--- config.mk ---
export PLATFORM = sky130hd
export DESIGN_NAME = instr_fetch_unit_flat
export DESIGN_NICKNAME = d
export VERILOG_FILES = /design/src/rtl/cpu_pkg.sv /design/src/rtl/instr_fetch_unit_if.sv /design/src/rtl/instr_fetch_unit_next_pc_calc.sv /design/src/rtl/instr_fetch_unit.sv /design/src/flat_wrapper.sv
export SDC_FILE = /design/constraint.sdc
export NUM_CORES = 1
export LEC_CHECK = 0
export CORE_MARGIN = 10
export CORE_UTILIZATION = 40
export CTS_BUF_LIST = sky130_fd_sc_hd__clkbuf_16
export DETAILED_ROUTE_END_ITERATION = 10
export PLACE_DENSITY = 0.73
export SLEW_MARGIN = 20
export SYNTH_ARGS = -nofsm -noshare
export SYNTH_HDL_FRONTEND = slang
export SYNTH_HIERARCHICAL = 1
export SYNTH_SLANG_ARGS = --single-unit
--- constraint.sdc ---
create_clock -name clk -period 5.46 [get_ports clk]
set_input_delay 0.546 -clock clk [delete_from_list [all_inputs] [get_ports clk]]
set_output_delay 0.546 -clock clk [all_outputs]
set_load 0.005 [all_outputs]
--- src/rtl/cpu_pkg.sv ---
// cpu_pkg: opcode/funct constants shared with the control FSM and the fetch state encoding.
package cpu_pkg;
  localparam logic [5:0] OP_RTYPE = 6'b000000;
  localparam logic [5:0] OP_ADDI  = 6'b001000;
  localparam logic [5:0] OP_ANDI  = 6'b001100;
  localparam logic [5:0] OP_BEQ   = 6'b000100;
  localparam logic [5:0] OP_BNE   = 6'b000101;
  localparam logic [5:0] OP_J     = 6'b000010;
  localparam logic [5:0] OP_JAL   = 6'b000011;
  localparam logic [5:0] OP_LW    = 6'b110000;
  localparam logic [5:0] OP_SW    = 6'b101011;
  localparam logic [5:0] OP_NOP   = 6'b111111;
  localparam logic [5:0] OP_STALL = 6'b000110;
  localparam logic [5:0] FN_JR    = 6'b001000;
  typedef enum logic [2:0] {S_IDLE, S_FETCH, S_WAIT, S_ISSUE, S_RESOLVE, S_HALT} fetch_state_e;
endpackage

--- src/rtl/instr_fetch_unit_if.sv ---
// instr_fetch_unit_if: instruction memory request/valid bus.
interface instr_fetch_unit_if #(parameter int AW = 32);
  logic          imem_req;
  logic [AW-1:0] imem_addr;
  logic [31:0]   imem_rdata;
  logic          imem_valid;
  modport master (output imem_req, imem_addr, input imem_rdata, imem_valid);
  modport slave  (input imem_req, imem_addr, output imem_rdata, imem_valid);
endinterface

--- src/rtl/instr_fetch_unit_next_pc_calc.sv ---
// next_pc_calc: combinational next-PC selection (J > JR > taken branch > PC+4).
module next_pc_calc import cpu_pkg::*; #(
  parameter int AW = 32
) (
  input  logic [AW-1:0] pc,
  input  logic [31:0]   ir,
  input  logic          beq,
  input  logic          bne,
  input  logic          j,
  input  logic          z,
  input  logic [AW-1:0] jr_target,
  output logic [AW-1:0] next_pc
);
  logic [AW-1:0] pc4, boff;
  logic is_jr, taken;
  always_comb begin
    pc4 = pc + AW'(4);
    boff = {{(AW-18){ir[15]}}, ir[15:0], 2'b00};
    is_jr = (ir[31:26] == OP_RTYPE) && (ir[5:0] == FN_JR);
    taken = (beq & z) | (bne & ~z);
    next_pc = j ? {pc4[AW-1:28], ir[25:0], 2'b00} :
              is_jr ? {jr_target[AW-1:2], 2'b00} :
              taken ? pc4 + boff : pc4;
  end
endmodule

--- src/rtl/instr_fetch_unit.sv ---
// instr_fetch_unit: fetches instruction words, issues decoded fields and resolves the next PC.
module instr_fetch_unit import cpu_pkg::*; #(
  parameter int            AW       = 32,
  parameter logic [AW-1:0] RESET_PC = '0,
  parameter int            TIMEOUT  = 16
) (
  input  logic                clk,
  input  logic                rst,
  instr_fetch_unit_if.master  imem,
  input  logic                Beq,
  input  logic                Bne,
  input  logic                J,
  input  logic                Z,
  input  logic [AW-1:0]       jr_target,
  input  logic                stall,
  output logic                instr_valid,
  output logic [5:0]          opcode,
  output logic [5:0]          funct,
  output logic [4:0]          rs,
  output logic [4:0]          rt,
  output logic [4:0]          rd,
  output logic [4:0]          shamt,
  output logic [15:0]         imm16,
  output logic [AW-1:0]       pc_out,
  output logic                fault
);
  localparam int CW = $clog2(TIMEOUT + 1);
  fetch_state_e state_q, state_d;
  logic [AW-1:0] pc_q, pc_d, addr_q, addr_d, pc_out_q, pc_out_d, npc;
  logic [31:0] ir_q, ir_d;
  logic [CW-1:0] cnt_q, cnt_d;
  logic fault_q, fault_d, extra_q, extra_d;

  next_pc_calc #(.AW(AW)) u_next_pc (
    .pc(pc_q), .ir(ir_q), .beq(Beq), .bne(Bne), .j(J), .z(Z),
    .jr_target(jr_target), .next_pc(npc)
  );

  always_ff @(posedge clk or negedge rst)
    if (!rst) begin
      state_q  <= S_IDLE;
      pc_q     <= RESET_PC;
      addr_q   <= RESET_PC;
      pc_out_q <= RESET_PC;
      ir_q     <= '0;
      cnt_q    <= '0;
      fault_q  <= 1'b0;
      extra_q  <= 1'b0;
    end else begin
      state_q  <= state_d;
      pc_q     <= pc_d;
      addr_q   <= addr_d;
      pc_out_q <= pc_out_d;
      ir_q     <= ir_d;
      cnt_q    <= cnt_d;
      fault_q  <= fault_d;
      extra_q  <= extra_d;
    end

  // The stall opcode costs one extra RESOLVE cycle, tracked by extra_q.
  always_comb begin
    state_d  = state_q;
    pc_d     = pc_q;
    addr_d   = addr_q;
    pc_out_d = pc_out_q;
    ir_d     = ir_q;
    cnt_d    = cnt_q;
    fault_d  = fault_q;
    extra_d  = extra_q;
    case (state_q)
      S_IDLE:  state_d = S_FETCH;
      S_FETCH: begin
        state_d = S_WAIT;
        cnt_d   = '0;
      end
      S_WAIT:
        if (imem.imem_valid) begin
          ir_d     = imem.imem_rdata;
          pc_out_d = pc_q;
          state_d  = S_ISSUE;
        end else if (cnt_q == CW'(TIMEOUT - 1)) begin
          fault_d = 1'b1;
          state_d = S_HALT;
        end else cnt_d = cnt_q + 1'b1;
      S_ISSUE: begin
        state_d = S_RESOLVE;
        extra_d = ir_q[31:26] == OP_STALL;
      end
      S_RESOLVE:
        if (!stall) begin
          if (extra_q) extra_d = 1'b0;
          else begin
            pc_d    = npc;
            addr_d  = npc;
            state_d = S_FETCH;
          end
        end
      default: ;
    endcase
  end

  always_comb begin
    imem.imem_req = state_q == S_FETCH;
    instr_valid   = state_q == S_ISSUE;
  end

  assign imem.imem_addr = addr_q;
  assign opcode = ir_q[31:26];
  assign rs     = ir_q[25:21];
  assign rt     = ir_q[20:16];
  assign rd     = ir_q[15:11];
  assign shamt  = ir_q[10:6];
  assign funct  = ir_q[5:0];
  assign imm16  = ir_q[15:0];
  assign pc_out = pc_out_q;
  assign fault  = fault_q;
endmodule

--- src/flat_wrapper.sv ---
// flat-port wrapper written by rule: the top's interface ports become plain ports
module instr_fetch_unit_flat import cpu_pkg::*;
#(
  parameter int            AW       = 32,
  parameter logic [AW-1:0] RESET_PC = '0,
  parameter int            TIMEOUT  = 16
)
  (clk, rst, Beq, Bne, J, Z, jr_target, stall, instr_valid, opcode, funct, rs, rt, rd, shamt, imm16, pc_out, fault, imem_imem_req, imem_imem_addr, imem_imem_rdata, imem_imem_valid);
  instr_fetch_unit_if #(.AW(AW)) imem_i ();
  input  logic clk;
  input  logic rst;
  input  logic Beq;
  input  logic Bne;
  input  logic J;
  input  logic Z;
  input  logic [AW-1:0] jr_target;
  input  logic stall;
  output logic instr_valid;
  output logic [5:0] opcode;
  output logic [5:0] funct;
  output logic [4:0] rs;
  output logic [4:0] rt;
  output logic [4:0] rd;
  output logic [4:0] shamt;
  output logic [15:0] imm16;
  output logic [AW-1:0] pc_out;
  output logic fault;
  output wire logic [$bits(imem_i.imem_req)-1:0] imem_imem_req;
  output wire logic [$bits(imem_i.imem_addr)-1:0] imem_imem_addr;
  input wire logic [$bits(imem_i.imem_rdata)-1:0] imem_imem_rdata;
  input wire logic [$bits(imem_i.imem_valid)-1:0] imem_imem_valid;
  assign imem_imem_req = imem_i.imem_req;
  assign imem_imem_addr = imem_i.imem_addr;
  assign imem_i.imem_rdata = imem_imem_rdata;
  assign imem_i.imem_valid = imem_imem_valid;
  instr_fetch_unit #(.AW(AW), .RESET_PC(RESET_PC), .TIMEOUT(TIMEOUT)) u_core (.clk(clk), .rst(rst), .imem(imem_i), .Beq(Beq), .Bne(Bne), .J(J), .Z(Z), .jr_target(jr_target), .stall(stall), .instr_valid(instr_valid), .opcode(opcode), .funct(funct), .rs(rs), .rt(rt), .rd(rd), .shamt(shamt), .imm16(imm16), .pc_out(pc_out), .fault(fault));
endmodule
Word level (Yosys, flattened, before mapping):

Cells that the tools add are included.

* RAM bits: 0
* bits in registers: 106
* input port bits: 72
* latch bits: 0
* ROM bits: 0
* word-level logic and storage cells: 54
* memories kept: 0
* output and inout port bits: 115

* equality and inequality tests: 12
* reduce and logical (&&, ||, !) cells: 12
* magnitude comparators: 0
* multipliers: 0
* shift-type cells: 0
* div/mod/pow operators: 0
* bitwise logic cells: 7
* add/sub/neg operators: 3
* muxes and demuxes: 13

Operator list (count)
* $mux W32: 3
* $add A32 B3 Y32 const B: 1
* $add A32 B32 Y32: 1
* $pmux W3 S5: 1
* $mux W3: 4
* $mux W5: 2
* $pmux W5 S2: 1
* $reduce_and A3 Y1: 3
* $ne A2 B2 Y1 const B: 4
* $eq A3 B2 Y1 const B: 2
* $eq A6 B3 Y1 const B: 1
* $eq A6 B4 Y1 const B: 1
* $logic_not A6 Y1: 1
* $add A5 B1 Y5 const B: 1
* $eq A5 B4 Y1 const B: 1
* $reduce_bool A5 Y1: 1
* $not A1 Y1: 4
* $reduce_and A2 Y1: 2
* $reduce_and A4 Y1: 1
* $reduce_bool A2 Y1: 2
* $eq A3 B1 Y1 const B: 1
* $eq A3 B3 Y1 const B: 1
* $logic_not A3 Y1: 1
* $ne A3 B2 Y1 const B: 1
* other kinds (5): 6

Depth between registers and ports, before layout:

* depth after elaboration: 6
* gate-level depth with buffers: 17
* depth with buffers taken out: 15

Modules after synthesis:

Netlist, hierarchy kept.

Modules (own cells, without submodules)
* instr_fetch_unit: times used 1, cells each 283, area an instance 4411.7 µm², seq. area each 2652.5 µm²
* next_pc_calc: times used 1, cells each 473, area an instance 3052.9 µm², seq. area each 0.0 µm²

Least setup slack after synthesis:

OpenSTA, ideal clock, no wires.

* path type: register -> register
* start: reg, netlist name u_core/imem.imem_addr[8]
* end: reg u_core.addr_q[29] (netlist: u_core/imem.imem_addr[29])
* stages on the path, launching flop included: 15
* data required time: 5.335 ns
* period minus slack after synthesis: 3.568 ns
* arrival: 3.443 ns
* slack: 1.892 ns
* path through: dfrtp_1 and4_1 and3_1 and3_1 xor2_1 ha_1 a21o_1 a21o_1 a2111oi_1 nor2_1 a41o_1 a31oi_1 xor2_1 a21oi_1 mux2_4

RTL lines
* end signal: assignment: RTL line instr_fetch_unit.sv:52 `addr_q <= addr_d;`
* end: declaration: RTL line instr_fetch_unit.sv:29 `logic [AW-1:0] pc_q, pc_d, addr_q, addr_d, pc_out_q, pc_out_d, npc;`

==> flow_summary.json <==
{
  "avgSynthCellArea_um2": 9.87,
  "wl_per_cell_um": 19.2,
  "yosysWarnings": 6,
  "timing.hold.ws_ns": 0.187,
  "crit_start": "u_core/imem.imem_addr[4]",
  "antenna_found_initial": 2,
  "gp_congestion": 0.930,
  "p_leak_nw": 4.14,
  "drv_slew": 0,
  "finalCritPeriodShare": 0.827,
  "drtPass1Iterations": 5,
  "skew_ns": 0.00918,
  "cp-start-kind": "register",
  "synth_nets": 868,
  "die_h_um": 157,
  "grt_pass1_vias": 6438,
  "status": "finished clean",
  "synthDistinctLibCells": 72,
  "tns_ns": 0,
  "place.detailed.hpwl_um": 15900,
  "grt_setup_unrepaired": "false",
  "fin_crit_ns": 4.52,
  "worst_slew_pin_slew_ns": 0.974,
  "critPathArrivalTime_ns": 4.77,
  "drt_iter0_markers": 527,
  "rr_startpoint": "u_core/imem.imem_addr[4]",
  "cts_buffer_depth": 2,
  "numPortBuffers": 184,
  "synth_enable_flop_cells": 0,
  "grt_use_total": 0.177,
  "syn_to_final_growth_pct": 28.9,
  "cts.hold.buffers_added": 0,
  "dp.cells": 1120,
  "finalHoldViolations": 0,
  "drt_wl_total_um": 21800,
  "fillers": 1692,
  "clk_latency_ns": 0.37,
  "critPathMaxFanout": 8,
  "finalSetupViolCount": 0,
  "p_per_area_mw_per_mm2": 597,
  "clock_sinks": 106,
  "numCtsBuffers": 9,
  "crit_required_ns": 5.71,
  "cts_setup_buffers": 0,
  "final_common_cell": "clkdlybuf4s50_1",
  "cts_tree": "done",
  "syn_area_mm2": 0.00746,
  "post_drt_via_cell_ratio": 5.59,
  "ios": 187,
  "grt_pass1_wl_um": 35000,
  "min_path_type": "input pin to async pin",
  "start_util": 0.411,
  "cts.clk_slew.worst_paths_ns": 0.08,
  "grt_max_degree": 65,
  "syn_inst": 756,
  "fp.dieW_um": 157,
  "drc": 0,
  "cts_resized": 0,
  "ys_ff_latch": 106,
  "finalNetCount": 1014,
  "slew_headroom": 0.351,
  "antenna_left": 0,
  "drive_gt1_frac": 0.149,
  "rows": 49,
  "ys_async_sr_fraction": 1.00,
  "coreArea_mm2": 0.0181,
  "vias": 6360,
  "h-tree-depth": 3,
  "synth_ff_type": "dfrtp_1",
  "ys_seq_area_frac": 0.355,
  "critical_path_class": "register to register",
  "synthTopCellsByArea": "dfrtp_1 36%, mux2_2 10%, ha_1 6.5%, mux2_4 6.0%, xnor2_1 4.5%",
  "stdcell_count": 1137,
  "synth_top_area_frac": 0.355,
  "final_cell_mix": "182 x clkdlybuf4s50_1, 106 x dfrtp_1, 69 x nand2_1",
  "ir_drop_mv": 0.256,
  "max_cap_violations": 0,
  "yosysTopAreaCell": "dfrtp_1",
  "die_area_mm2": 0.0245,
  "endpoint_kind": "register",
  "fmax_ghz": 0.221,
  "cts_root_buffer": "clkbuf_16",
  "grt_overflow_total": 0
}
==> worst paths after layout <==
path / end / slack [ns] / cells past startpoint
worst max-delay path: u_core/imem.imem_addr[29] / 0.94 / 14
worst min-delay path: u_core/pc_out[27] / 0.19 / 1
worst max register to register: u_core/imem.imem_addr[29] / 0.94 / 14
worst min register to register: u_core/fault / 0.47 / 1
max in group asynchronous: u_core/ir_q[17] / 4.05 / 2
min in group clk: u_core/fault / 0.47 / 1
==> logic make-up after synthesis <==
kind of cell,synth area share
adders and majority gates,0.0681
AOI/OAI and AO/OA,0.157
buffers and inverters,0.0506
xor gates and xnor gates,0.0620
DFF,0.355
and+or+nand+nor,0.141
muxes,0.166
==> through the flow <==
step | area (µm²) | setup slack (ns) | power (mW) | utilization
after global routing | 9620 | 0.705 | 6.23 | 0.530
final | 9620 | 0.942 | 5.74 | 0.530
after floorplan | 7460 | 1.89 | 3.76 | -
after CTS | 9620 | 1.08 | 5.77 | 0.530
after global placement | 9310 | 1.20 | 4.96 | 0.513
after detailed placement | 9310 | 1.12 | 5.04 | 0.513
==> cells in the mapped netlist, types with 5 or more instances <==
cell type / count
o31ai_1: 6
nand2_1: 69
nand3_1: 26
nor3_1: 9
buf_6: 5
a211oi_1: 8
a22o_1: 5
xnor2_1: 38
o21ai_0: 45
a21oi_1: 36
a31oi_1: 8
a21o_1: 9
and3_1: 14
xor2_1: 13
buf_4: 17
mux2_2: 68
and2_1: 7
ha_1: 39
nor2_1: 43
mux2_4: 30
clkbuf_1: 19
nand4_1: 9
o211ai_1: 12
nor2b_1: 6
inv_1: 17
buf_2: 11
dfrtp_1: 106
==> worst max-delay path, stage by stage (launching register included) <==
cell and delay [ns]:
dfrtp_1 0.50, and4_1 0.47, and3_1 0.52, nand2_1 0.16, nor2_1 0.27, xor2_1 0.28, ha_1 0.32, a21o_1 0.20
a2111oi_1 0.56, nor2_1 0.10, a41o_1 0.25, a31oi_1 0.21, xor2_1 0.19, a21oi_1 0.09, mux2_4 0.27
==> report_power, final <==
| part | switching (mW) | internal (mW) |
|---|---|---|
| Combinational | 1.54 | 1.90 |
| Clock | 0.332 | 0.365 |
| Sequential | 0.485 | 1.12 |
| Total | 2.35 | 3.39 |
==> per-layer routing <==
layer,up-vias,routed length [µm],global-route usage
li1,3035,-,-
met1,3090,9320,0.218
met2,203,10100,0.285
met3,30,1930,0.0595
met4,2,421,0.0566
met5,-,13,0
==> state kept, by name, summed over array words and instances (netlist names) <==
name / count
u_core/ir_q: 32
u_core/imem.imem_addr: 32
u_core/cnt_q: 5
u_core/extra_q: 1
u_core/pc_out: 32
u_core/state_q: 3
u_core/fault: 1
==> area by class of cell <==
type	instances	area [µm²]	area share
repair buffers	188	1860	0.194
flip-flops and latches	106	2650	0.276
diodes	1	2.50	0.000260
clock buffers	9	225	0.0234
inverters	17	63.8	0.00663
clock inverters	7	83.8	0.00871
multi-input cells	580	4440	0.462
well taps	229	287	0.0298
(Power assumes the default switching activity.)
